<file path="src/rtl/ic_pkg.sv">
// Shared definitions for the hypercube router input channel: default geometry,
// flit type encoding and field positions.
package ic_pkg;

    localparam int unsigned IC_DATA_WIDTH    = 32;
    localparam int unsigned IC_VCH_WIDTH_NUM = 1;
    localparam int unsigned IC_PORT_NUM      = 5;
    localparam int unsigned IC_ADDR_W        = 4;
    localparam int unsigned IC_DEPTH         = 4;

    // Type field occupies the top TYPE_W bits of a flit; dest sits at the bottom.
    localparam int unsigned TYPE_W  = 2;
    localparam int unsigned DEST_LO = 0;

    typedef enum logic [1:0] {
        FLIT_BODY   = 2'b00,
        FLIT_HEAD   = 2'b01,
        FLIT_TAIL   = 2'b10,
        FLIT_SINGLE = 2'b11
    } flit_type_t;

    typedef enum logic [1:0] {
        ST_IDLE,
        ST_ROUTE,
        ST_SEND
    } ic_state_t;

    function automatic logic is_head(input flit_type_t t);
        return (t == FLIT_HEAD) || (t == FLIT_SINGLE);
    endfunction

    function automatic logic is_tail(input flit_type_t t);
        return (t == FLIT_TAIL) || (t == FLIT_SINGLE);
    endfunction

endpackage

</file>
<file path="src/rtl/ic_vc_fifo.sv">
// Per-virtual-channel flit buffer. A pop in the same cycle as a push frees the
// slot, so a full FIFO still accepts a write when it is being drained.
module vc_fifo #(
    parameter int unsigned WIDTH = 32,
    parameter int unsigned DEPTH = 4
) (
    input  logic             clk,
    input  logic             reset,
    input  logic             push,
    input  logic [WIDTH-1:0] wdata,
    input  logic             pop,
    output logic [WIDTH-1:0] rdata,
    output logic             full,
    output logic             empty
);

    localparam int unsigned PTR_W = (DEPTH > 1) ? $clog2(DEPTH) : 1;

    logic [WIDTH-1:0] mem [DEPTH];
    logic [PTR_W-1:0] rd_ptr;
    logic [PTR_W-1:0] wr_ptr;
    logic [PTR_W:0]   count;
    logic             do_push;
    logic             do_pop;

    assign do_pop  = pop && !empty;
    assign do_push = push && (!full || do_pop);
    assign full    = (count == (PTR_W+1)'(DEPTH));
    assign empty   = (count == '0);
    assign rdata   = mem[rd_ptr];

    always_ff @(posedge clk) begin
        if (do_push) begin
            mem[wr_ptr] <= wdata;
        end
    end

    always_ff @(posedge clk) begin
        if (reset) begin
            rd_ptr <= '0;
            wr_ptr <= '0;
            count  <= '0;
        end else begin
            if (do_push) begin
                wr_ptr <= wr_ptr + 1'b1;
            end
            if (do_pop) begin
                rd_ptr <= rd_ptr + 1'b1;
            end
            if (do_push && !do_pop) begin
                count <= count + (PTR_W+1)'(1);
            end else if (do_pop && !do_push) begin
                count <= count - (PTR_W+1)'(1);
            end
        end
    end

endmodule

</file>
<file path="src/rtl/ic.sv">
// Hypercube router input channel: per-VC buffering, e-cube route selection from
// the head flit, crossbar request and wormhole streaming, upstream credit return.
module ic
    import ic_pkg::*;
#(
    parameter int unsigned       DATA_WIDTH    = IC_DATA_WIDTH,
    parameter int unsigned       VCH_WIDTH_NUM = IC_VCH_WIDTH_NUM,
    parameter int unsigned       PORT_NUM      = IC_PORT_NUM,
    parameter int unsigned       ADDR_W        = IC_ADDR_W,
    parameter logic [ADDR_W-1:0] NODE_ID       = '0,
    parameter int unsigned       DEPTH         = IC_DEPTH
) (
    input  logic                     clk,
    input  logic                     reset,
    input  logic [DATA_WIDTH-1:0]    idata,
    input  logic                     ivalid,
    input  logic [VCH_WIDTH_NUM-1:0] ivch,
    output logic                     ocredit,
    output logic [VCH_WIDTH_NUM-1:0] ocredit_vch,
    output logic [DATA_WIDTH-1:0]    odata,
    output logic                     ovalid,
    output logic [VCH_WIDTH_NUM-1:0] ovch,
    output logic [PORT_NUM-1:0]      port,
    output logic                     req,
    input  logic [PORT_NUM-1:0]      grt,
    output logic                     overflow_err
);

    localparam int unsigned NUM_VC = 2 ** VCH_WIDTH_NUM;

    ic_state_t                state;
    ic_state_t                state_next;
    logic [VCH_WIDTH_NUM-1:0] cur_vc;
    logic [VCH_WIDTH_NUM-1:0] rr_ptr;
    logic [VCH_WIDTH_NUM-1:0] pick_vc;
    logic [VCH_WIDTH_NUM-1:0] cand_vc;
    logic                     pick_valid;
    logic [PORT_NUM-1:0]      port_q;
    logic                     fire;
    logic                     overflow_set;
    logic [DATA_WIDTH-1:0]    head_data [NUM_VC];
    logic [NUM_VC-1:0]        fifo_push;
    logic [NUM_VC-1:0]        fifo_pop;
    logic [NUM_VC-1:0]        fifo_full;
    logic [NUM_VC-1:0]        fifo_empty;

    function automatic flit_type_t flit_type(input logic [DATA_WIDTH-1:0] f);
        return flit_type_t'(f[DATA_WIDTH-1 -: TYPE_W]);
    endfunction

    // e-cube: correct the lowest differing address bit first; no difference is local.
    function automatic logic [PORT_NUM-1:0] route(input logic [ADDR_W-1:0] dest);
        logic [ADDR_W-1:0]   diff;
        logic [PORT_NUM-1:0] sel;
        logic                found;
        diff  = dest ^ NODE_ID;
        sel   = '0;
        found = 1'b0;
        if (diff == '0) begin
            sel[0] = 1'b1;
        end else begin
            for (int unsigned d = 0; d < ADDR_W; d++) begin
                if (diff[d] && !found) begin
                    sel[d+1] = 1'b1;
                    found    = 1'b1;
                end
            end
        end
        return sel;
    endfunction

    for (genvar g = 0; g < NUM_VC; g++) begin : g_vc
        assign fifo_push[g] = ivalid && (ivch == VCH_WIDTH_NUM'(g));
        assign fifo_pop[g]  = fire && (cur_vc == VCH_WIDTH_NUM'(g));

        vc_fifo #(
            .WIDTH (DATA_WIDTH),
            .DEPTH (DEPTH)
        ) u_fifo (
            .clk   (clk),
            .reset (reset),
            .push  (fifo_push[g]),
            .wdata (idata),
            .pop   (fifo_pop[g]),
            .rdata (head_data[g]),
            .full  (fifo_full[g]),
            .empty (fifo_empty[g])
        );
    end

    assign overflow_set = ivalid && fifo_full[ivch] && !fifo_pop[ivch];

    // Round-robin search starting at rr_ptr for a VC whose buffered head opens a packet.
    always_comb begin
        pick_valid = 1'b0;
        pick_vc    = rr_ptr;
        cand_vc    = rr_ptr;
        for (int unsigned i = 0; i < NUM_VC; i++) begin
            cand_vc = rr_ptr + VCH_WIDTH_NUM'(i);
            if (!pick_valid && !fifo_empty[cand_vc] && is_head(flit_type(head_data[cand_vc]))) begin
                pick_valid = 1'b1;
                pick_vc    = cand_vc;
            end
        end
    end

    always_comb begin
        state_next = state;
        fire       = 1'b0;
        case (state)
            ST_IDLE: begin
                if (pick_valid) begin
                    state_next = ST_ROUTE;
                end
            end
            ST_ROUTE: begin
                state_next = ST_SEND;
            end
            ST_SEND: begin
                fire = (|(grt & port_q)) && !fifo_empty[cur_vc];
                if (fire && is_tail(flit_type(head_data[cur_vc]))) begin
                    state_next = ST_IDLE;
                end
            end
            default: begin
                state_next = ST_IDLE;
            end
        endcase
    end

    assign req    = (state == ST_SEND);
    assign port   = port_q;
    assign ovalid = fire;
    assign odata  = fire ? head_data[cur_vc] : '0;
    assign ovch   = fire ? cur_vc : '0;

    always_ff @(posedge clk) begin
        if (reset) begin
            state        <= ST_IDLE;
            cur_vc       <= '0;
            rr_ptr       <= '0;
            port_q       <= '0;
            ocredit      <= 1'b0;
            ocredit_vch  <= '0;
            overflow_err <= 1'b0;
        end else begin
            state <= state_next;
            if (state == ST_IDLE && pick_valid) begin
                cur_vc <= pick_vc;
                rr_ptr <= pick_vc + 1'b1;
            end
            if (state == ST_ROUTE) begin
                port_q <= route(head_data[cur_vc][DEST_LO +: ADDR_W]);
            end
            ocredit <= fire;
            if (fire) begin
                ocredit_vch <= cur_vc;
            end
            if (overflow_set) begin
                overflow_err <= 1'b1;
            end
        end
    end

endmodule

</file>
<file path="config.mk">
export PLATFORM = sky130hd
export DESIGN_NAME = ic
export DESIGN_NICKNAME = d
export VERILOG_FILES = /design/src/rtl/ic_pkg.sv /design/src/rtl/ic_vc_fifo.sv /design/src/rtl/ic.sv
export SDC_FILE = /design/constraint.sdc
export NUM_CORES = 1
export LEC_CHECK = 0
export ABC_AREA = 1
export CORE_MARGIN = 2
export CORE_UTILIZATION = 40
export CTS_CLUSTER_DIAMETER = 120
export DETAILED_ROUTE_END_ITERATION = 7
export PLACE_DENSITY = 0.62
export SETUP_SLACK_MARGIN = 0.5
export SYNTH_ARGS = -nofsm -noshare
export SYNTH_HDL_FRONTEND = slang
export SYNTH_SLANG_ARGS = --single-unit
</file>
<file path="constraint.sdc">
create_clock -name clk -period 2.7 [get_ports clk]
set_input_delay 0.27 -clock clk [delete_from_list [all_inputs] [get_ports clk]]
set_output_delay 0.27 -clock clk [all_outputs]
set_load 0.02 [all_outputs]
</file>
### After elaboration in Yosys (flattened, before gate mapping)

Memory sizes are Yosys's and may differ from the RTL's. A register that Yosys moved wholly into a read port is not among the register bits.
Cells that the tools add are included.

| word-level totals | value |
|---|---|
| memory bits (writable) | 256 |
| memories kept | 2 |
| bits of input ports | 41 |
| bits in registers | 26 |

Memory list:

| name | depth | width | rd ports | clocked after memory_dff | wr ports | line | text |
|---|---|---|---|---|---|---|---|
| g_vc[0].u_fifo.mem | 4 | 32 | 1 | 1 | 1 | ic_vc_fifo.sv:19 | `logic [WIDTH-1:0] mem [DEPTH];` |
| g_vc[1].u_fifo.mem | 4 | 32 | 1 | 1 | 1 | ic_vc_fifo.sv:19 |  |

| operators by class | value |
|---|---|
| magnitude comparators | 7 |
| add/sub/neg operators | 10 |
| bitwise gates (word level) | 6 |
| mux-type cells | 57 |
| reductions and logical operators | 52 |
| eq/ne operators | 12 |

Operators by type and width:

| cell | number |
|---|---|
| 32-bit two-way mux | 10 |
| 1-bit two-way mux | 35 |
| 1-bit logical AND | 23 |
| 1-bit zero test | 16 |
| 2-bit two-way mux | 6 |
| 3-bit two-way mux | 4 |
| 2-bit equality test (second input constant) | 5 |
| 2-bit by 1-bit adder with 2-bit output (second input constant) | 4 |
| 1-bit by 2-bit < comparator with 1-bit output (second input constant) | 4 |
| 3-bit by 1-bit adder with 3-bit output (second input constant) | 2 |
| 2-bit by 1-bit equality test with 1-bit output (second input constant) | 3 |
| 3-bit equality test (second input constant) | 2 |
| 2-bit greater-or-equal comparator (second input constant) | 3 |
| 3-bit zero test | 2 |
| 1-bit NOT with 2-bit output | 3 |
| 2-bit one-hot mux with 3 select lines | 1 |
| 3-bit by 1-bit subtractor with 3-bit output (second input constant) | 2 |
| 5-bit AND | 1 |
| 1-bit logical OR | 5 |
| 5-bit OR reduction | 1 |
| 4-bit zero test | 1 |
| 4-bit two-way mux | 1 |
| 2-bit nonzero test | 2 |
| 1-bit adder (second input constant) | 2 |
| 5 further kinds | 6 |

### Logic depth before layout (Yosys ltp)

Gate-level depths: netlist of run 1.

| depth | value |
|---|---|
| depth in word-level cells | 24 |
| depth in mapped cells | 15 |

### Hierarchy

A second synthesis of run 1 with hierarchy kept.

| unflattened totals | value |
|---|---|
| cells, all modules | 946 |
| area, all modules | 11586.1 um^2 |

By module, submodules not included:

| module | instances | area an instance (um^2) | cells each |
|---|---|---|---|
| vc_fifo | 2 | 5277.6 | 381 |
| ic | 1 | 1031.0 | 184 |

### Least setup slack after synthesis of run 1

No wires, ideal clock.

| path | value |
|---|---|
| path kind | register to register |
| from | register port_q[3], in the netlist port[3] |
| to | memory g_vc[0].u_fifo.mem[0][0] (enable) |
| path buffers | 0 |
| period minus slack after synthesis | 2943 ps |
| cell stages (with the launch flop) | 9 |
| slack | -243 ps |
| data arrival time | 2522 ps |
| cell sequence | dfxtp_1 -> nand2_1 -> nand2_1 -> inv_1 -> nand2_1 -> nand4_2 -> nand2_1 -> nand2_1 -> nor2_1 |

| on the way | value |
|---|---|
| cells in the longest elaborated chain, start to end | 10 |

Ends and longest elaborated chain:

| element | line | text |
|---|---|---|
| start: declaration | ic.sv:38 | `logic [PORT_NUM-1:0] port_q;` |
| start signal: assignment | ic.sv:153 | `port_q <= route(head_data[cur_vc][DEST_LO +: ADDR_W]);` |
| 5-bit AND | ic.sv:120 | `fire = (\|(grt & port_q)) && !fifo_empty[cur_vc];` |
| 5-bit OR reduction | ic.sv:120 |  |
| 1-bit logical AND | ic.sv:120 |  |
| 1-bit two-way mux | ic.sv:110 | `case (state)` |
| 1-bit logical AND | ic.sv:74 | `assign fifo_pop[g] = fire && (cur_vc == VCH_WIDTH_NUM'(g));` |
| 1-bit logical AND | ic_vc_fifo.sv:26 | `assign do_pop = pop && !empty;` |
| 1-bit logical OR | ic_vc_fifo.sv:27 | `assign do_push = push && (!full \|\| do_pop);` |
| 1-bit logical AND | ic_vc_fifo.sv:27 |  |
| 1-bit two-way mux | ic_vc_fifo.sv:33 | `if (do_push) begin` |
| 1-bit two-way mux (implied by the code) | ic_vc_fifo.sv:34 | `mem[wr_ptr] <= wdata;` |
| end: declaration | ic_vc_fifo.sv:19 |  |

Every way passes these cells.

==> results of run 1 <==
==> layer usage <==
metal  wire length [um]  up-vias  part of all wire
li1                   -     3639                 -
met1              12500     3778              0.42
met2              14900      217              0.50
met3               1490       58             0.050
met4                852        0             0.029
met5                  0        -                 0
==> cell type report <==
cell class                 count  area [um2]
fill                        2321       13000
sequential                   286        8310
multi-input combinational    515        3330
timing repair buffer         186        2350
clock buffer                  37         786
tap                          384         480
inverter                      61         275
clock inverter                16         139
timing repair inverter         2        20.0
==> metrics by stage <==
stage                     setup slack [ns]  total power [mW]  instance area [um2]  hold WS, ns  setup TNS, ns
after floorplan                      0.398              5.44                11700        0.369              0
after global placement              0.0482              5.73                13200        0.446              0
after detailed placement           -0.0316              5.74                13200        0.447        -0.0316
after CTS                            0.447              9.69                15000        0.438              0
after global routing                 0.306              10.0                15700        0.458              0
final                                0.397              9.73                15700        0.451              0
==> registers in the layout, indices dropped and copies added (netlist names), named ones only <==
| signal | cells |
|---|---|
| overflow_err | 1 |
| cur_vc | 1 |
| g_vc.u_fifo.rd_ptr | 4 |
| state | 2 |
| ocredit | 1 |
| g_vc.u_fifo.count | 6 |
| ocredit_vch | 1 |
| port | 5 |
| rr_ptr | 1 |
| g_vc.u_fifo.wr_ptr | 4 |
| g_vc.u_fifo.mem | 256 |
==> worst reg2reg max path: cells and delay by family, from the launching register on <==
kind / cells / cell delay, ns
and+or+nand+nor: 6 / 0.65
AOI/OAI and AO/OA: 4 / 0.41
buffers and inverters: 3 / 0.19
DFF: 1 / 0.35
adders and majority gates: 2 / 0.47
==> report_power, final <==
group / leakage, nW / switching, mW / internal [mW]
Combinational: 2.82 / 0.469 / 0.357
Clock: 0.454 / 1.65 / 2.24
Sequential: 2.58 / 0.0491 / 4.96
==> synth_stat cells, drive strengths merged <==
library cell  count  area [um2]
o21a              1        7.51
nand3            28         145
ha               10         125
inv              61         229
xor2              2        17.5
fa                2        40.0
and2              1        8.76
or2               3        18.8
a32o             52         521
o21ai            22         114
buf              43         330
nor3              1        5.00
nor2             38         150
dfxtp            30         601
o211ai            3        22.5
o22ai            27         282
a31oi             1        12.5
clkbuf            4        15.0
nand4             5        37.5
edfxtp          256        7690
nand2           244         921
a21oi            75         379
==> path summary, 6_finish.rpt <==
kind / from / to / slack (ns)
worst max register to register: g_vc[1].u_fifo.count[1] / g_vc[1].u_fifo.count[2] / 0.53
worst max-delay path: register / odata[12] / 0.40
worst min-delay path: overflow_err / overflow_err / 0.45
worst min register to register: overflow_err / overflow_err / 0.45
==> logic make-up after synthesis <==
| group | share of synthesized area |
|---|---|
| buf+inv | 0.0492 |
| xor+xnor | 0.00150 |
| simple gates | 0.110 |
| fa+ha+maj | 0.0142 |
| flops | 0.710 |
| compound gates | 0.115 |
==> repair_timing <==
item	CTS	global route
endpoints found under the setup margin	37	39
cloned	9	8
gates resized for setup	282	102
pin swaps	20	54
buffers inserted	31	15
==> parameters.txt, run 1 <==
Parameter                              Value

Worst hold path
  Number of instances on the worst hold path ... 2
  Class of the tightest hold or removal check ... reg2reg

Die
  Full die area ... 30600 um2
  Initial Util ... 0.407
  Overall die width ... 175 um
  Number of top-level design ports ... 84
  Die height ... 175 um
  Core ar. ... 28700 um2
  Num rows ... 62

STA
  Slew of the pin with the lowest slew margin ... 0.466 ns
  Slew headroom ... 0.689
  Number of max-slew violations in the final report ... 0
  Shortest period the worst path allows ... 2.30 ns
  Unrepaired setup endpoints after global routing ... true
  Final clock period utilization by the worst path ... 0.853
  Setup-violating endpoint count in the final report ... 0
  Setup skew after layout ... 0.0210 ns
  Maximum clock frequency ... 434 MHz
  Final hold vios ... 0

Setup path
  R2R depth ... 15
  Largest stage delay on the critical path ... 0.40 ns
  Classification of the worst setup path ... reg2out
  Data required time at the worst endpoint ... 2.43 ns
  Startpoint type of the worst setup path ... register
  Critical path cell sequence ... buf_6 -> buf_12 -> buf_8 -> buf_12 -> a21oi_1 -> a32o_2 -> o22ai_2 -> buf_6
  Crit path max-delay family ... buffers and inverters
  Maximum fanout along the worst path ... 4
  Cell with the largest stage delay on the worst path ... sky130_fd_sc_hd__dfxtp_4
  Critical path endpoint category ... output pin
  Arrival time at the worst endpoint ... 2.03 ns
  Crit path buffers/inverters ... 5
  CP Depth ... 8

Global routing
  Vias in the first global route ... 7468
  Met2 usage in global routing ... 0.319
  Met1 Resource Use GR ... 0.244
  Global-route wire length before repair ... 43.2 mm
  Total overflow reported by the global router ... 0
  Maximum number of pins on one net before global-route repair ... 43
  Layer with the highest usage after global routing ... met2
  Overall global routing resource usage ... 0.184
  Met3 Track Usage GR ... 0.0235
  Number of antenna violations at the first check in global routing ... 0

Clocking
  Deepest clock path buffer count ... 3
  Clock latency on the worst-skew pair ... 0.56 ns
  CTS sink count ... 286
  TritonCTS clock tree ... done
  Max H-tree Level ... 1
  Clk pin slew, worst setup/hold paths ... 0.06 ns
  Num CTS Buffers ... 29
  Total of hold buffers inserted after clock tree synthesis ... 0
  Clk root buf ... sky130_fd_sc_hd__clkbuf_16

Finish
  Layout-stage area growth over the synthesis result ... 34.5%
  Util after Layout ... 0.547
  Final Non-Filler Cells ... 1487
  Final net count ... 1134
  Most common cell after layout, fill and taps aside ... sky130_fd_sc_hd__edfxtp_1
  Total inserted antenna cells ... 0
  Layout cells sized above 1 ... 0.286
  Most used cells in the layout excluding fill and tap cells ... sky130_fd_sc_hd__edfxtp_1, sky130_fd_sc_hd__nand2_1, sky130_fd_sc_hd__a21oi_1, sky130_fd_sc_hd__clkdlybuf4s50_1, sky130_fd_sc_hd__buf_4

Drt
  Final wirelength ... 29.7 mm
  Post-route DRC ... 0
  1st-iter DRT viols ... 568
  Via density ... 5.17
  Detailed Routing Iterations Pass 1 ... 5
  Via Count ... 7692
  Per-cell routed wire length ... 20.0 um
  Antenna Violating Nets Remaining ... 0

Yosys
  Count of synthesis-stage warnings from yosys ... 0
  Synth cell types ... 34
  Instance count of the mapped netlist ... 909
  Number of register bits inferred by synthesis ... 286
  Cell area after synthesis ... 11700 um2
  Nets in the synthesized netlist ... 962
  Post-Synthesis Mean Instance Area ... 12.8 um2
  Sequential area share after synthesis ... 0.710

Place
  Placer Congestion ... 0.775
  Buffers added on ports ... 83
  Cell count after placement ... 1371
  Placed wire-length estimate ... 15.5 mm

Job
  Max cap viols ... 0

Power
  Pleak ... 5.85 nW
  PD cells ... 620 nW/um2
  Peak VDD IR ... 0.000433 V

Status
  Status ... complete, no violations
Power figures use the tool's default switching activity.
==> run 2: changes to the inputs <==
SLEW_MARGIN = 20   (was unset)
==> results of run 2 <==
Final layout, timing and power as in run 1 (identical DEF).
==> run 3: changes to the inputs <==
CORE_MARGIN = 5   (was 2)
CTS_CLUSTER_SIZE = 24   (was unset)
==> parameters.txt, run 3 (synthesis results as in run 1) <==
Parameter                              Value

Drt
  Detailed Routing Iterations Pass 1 ... 5 (unchanged)
  Final wirelength ... 29.7 mm (+0.17%)
  Per-cell routed wire length ... 20.3 um (+1.9%)
  Antenna Violating Nets Remaining ... 0 (unchanged)
  1st-iter DRT viols ... 566 (-0.35%)
  Via density ... 5.20 (+0.51%)
  Via Count ... 7601 (-1.2%)
  Post-route DRC ... 0 (unchanged)

Global routing
  Vias in the first global route ... 7300 (-2.2%)
  Number of antenna violations at the first check in global routing ... 1 (+1)
  Global-route wire length before repair ... 43.3 mm (+0.24%)
  Overall global routing resource usage ... 0.168 (-0.0163)
  Total overflow reported by the global router ... 0 (unchanged)
  Maximum number of pins on one net before global-route repair ... 41 (-4.7%)

Place
  Placed wire-length estimate ... 15.8 mm (+1.9%)
  Buffers added on ports ... 83 (unchanged)
  Placer Congestion ... 0.747 (-3.6%)
  Cell count after placement ... 1373 (+0.15%)
  Worst slack at placement ... -0.0404 ns (-0.00871 ns)

Power
  PD cells ... 554 nW/um2 (-11%)
  Pleak ... 5.49 nW (-6.1%)
  Peak VDD IR ... 0.000345 V (-20%)

Die
  Num rows ... 62 (unchanged)
  Full die area ... 32700 um2 (+7.0%)
  Number of top-level design ports ... 84 (unchanged)
  Core ar. ... 28800 um2 (+0.27%)
  Overall die width ... 181 um (+3.4%)
  Initial Util ... 0.405 (-0.00110)
  Die height ... 181 um (+3.4%)

Clocking
  CTS sink count ... 286 (unchanged)
  Deepest clock path buffer count ... 3 (unchanged)
  TritonCTS clock tree ... done
  Max H-tree Level ... 1 (unchanged)
  Num CTS Buffers ... 15 (-48%)
  Clk root buf ... sky130_fd_sc_hd__clkbuf_16
  Clk pin slew, worst setup/hold paths ... 0.10 ns (+0.04 ns)
  Clock latency on the worst-skew pair ... 0.50 ns (-0.06 ns)

Job
  Max cap viols ... 0 (unchanged)

STA
  Maximum clock frequency ... 448 MHz (+3.1%)
  Final clock period utilization by the worst path ... 0.828 (-0.0256)
  Slew headroom ... 0.652 (-0.0371)
  Final worst-path setup slack ... 0.466 ns (+0.0691 ns)
  Setup-violating endpoint count in the final report ... 0 (unchanged)
  Number of max-slew violations in the final report ... 0 (unchanged)
  Final hold vios ... 0 (unchanged)
  Unrepaired setup endpoints after global routing ... true
  Setup skew after layout ... 0.0138 ns (-0.00715 ns)
  Accumulated negative setup slack ... 0 ns (unchanged)
  Slew of the pin with the lowest slew margin ... 0.521 ns (+0.0556 ns)
  Shortest period the worst path allows ... 2.23 ns (-0.0691 ns)

Worst hold path
  Class of the tightest hold or removal check ... reg2reg
  Number of instances on the worst hold path ... 2 (unchanged)

Status
  Status ... complete, no violations

Finish
  Most used cells in the layout excluding fill and tap cells ... sky130_fd_sc_hd__edfxtp_1, sky130_fd_sc_hd__nand2_1, sky130_fd_sc_hd__a21oi_1, sky130_fd_sc_hd__buf_4, sky130_fd_sc_hd__a32o_1
  Most common cell after layout, fill and taps aside ... sky130_fd_sc_hd__edfxtp_1
  Most flop-heavy register ... g_vc.u_fifo.mem
  Largest register FFs ... 256 (unchanged)
  Final net count ... 1122 (-1.1%)
  Layout-stage area growth over the synthesis result ... 28.5%
  Final Non-Filler Cells ... 1462 (-1.7%)
  Layout cells sized above 1 ... 0.244 (-0.0414)

Setup path
  Critical path endpoint category ... output pin
  Classification of the worst setup path ... reg2out
  Critical path cell sequence ... bufbuf_16 -> nand2_1 -> a32o_1 -> o22ai_4 -> buf_6
  Cell with the largest stage delay on the worst path ... sky130_fd_sc_hd__dfxtp_4
  R2R depth ... 16 (+1)
  Maximum fanout along the worst path ... 21 (+17)
  Arrival time at the worst endpoint ... 1.96 ns (-0.07 ns)
  Startpoint type of the worst setup path ... register
  Data required time at the worst endpoint ... 2.43 ns (about the same)
  Largest stage delay on the critical path ... 0.48 ns (+0.08 ns)
-- run 3: cell count changes in the layout (fill, tap and decap cells not counted), sizes merged, moves of 2 or more --
cell,change
buf,+2
clkinv,-14
bufbuf,+4
bufinv,-2
clkbuf,-14
-- run 3: layer usage --
| metal | GRT usage | vias up | part of all wire |
|---|---|---|---|
| met4 | 0.0469 | 0 | 0.034 |
| li1 | - | 3600 | - |
| met2 | 0.296 | 179 | 0.50 |
| met3 | 0.0193 | 48 | 0.045 |
| met1 | 0.222 | 3774 | 0.42 |
| met5 | 0 | - | 0 |
-- run 3: final timing paths --
| check | startpoint | endpoint | slack (ns) |
|---|---|---|---|
| worst max-delay path | register | odata[28] | 0.47 |
| worst min-delay path | overflow_err | overflow_err | 0.46 |
| worst max register to register | g_vc[0].u_fifo.count[1] | g_vc[0].u_fifo.count[2] | 0.51 |
| worst min register to register | overflow_err | overflow_err | 0.46 |
-- run 3: critical path, delay by kind of cell (launching register included) --
family	cells	cell delay [ns]
compound gates	2	0.44
flops	1	0.48
buf+inv	2	0.49
simple gates	1	0.06
-- run 3: cell type report --
cell class,instances,area (um2)
Antenna cell,1,2.50
Fill cell,2380,13800
Tap cell,384,480
Sequential cell,286,8320
Multi-Input combinational cell,515,3270
Clock buffer,25,413
Inverter,61,249
Timing Repair Buffer,190,2270
-- run 3: stage by stage --
step                power [mW]  instance area [um2]   util  hold WS, ns
finish                    8.30                15000  0.521        0.456
floorplan                 5.44                11700      -        0.369
global route              8.59                15000  0.521        0.481
CTS                       8.23                14500  0.504        0.462
global placement          5.74                13300  0.461        0.441
detailed placement        5.75                13300  0.461        0.447
-- run 3: timing repair --
| item | CTS | global route |
|---|---|---|
| setup endpoints to repair | 38 | 135 |
| pin swaps | 30 | 25 |
| gates cloned | 8 | 5 |
| hold buffers | 0 | 0 |
| buffers inserted | 31 | 19 |
| gates resized for setup | 269 | 64 |
-- run 3: power breakdown --
| group | internal (mW) | leakage, nW | switching [mW] | total (mW) |
|---|---|---|---|---|
| clock | 1.06 | 0.197 | 1.34 | 2.39 |
| combinational | 0.408 | 2.72 | 0.501 | 0.909 |
| sequential | 4.95 | 2.58 | 0.0501 | 5.00 |
| total | 6.42 | 5.49 | 1.89 | 8.30 |
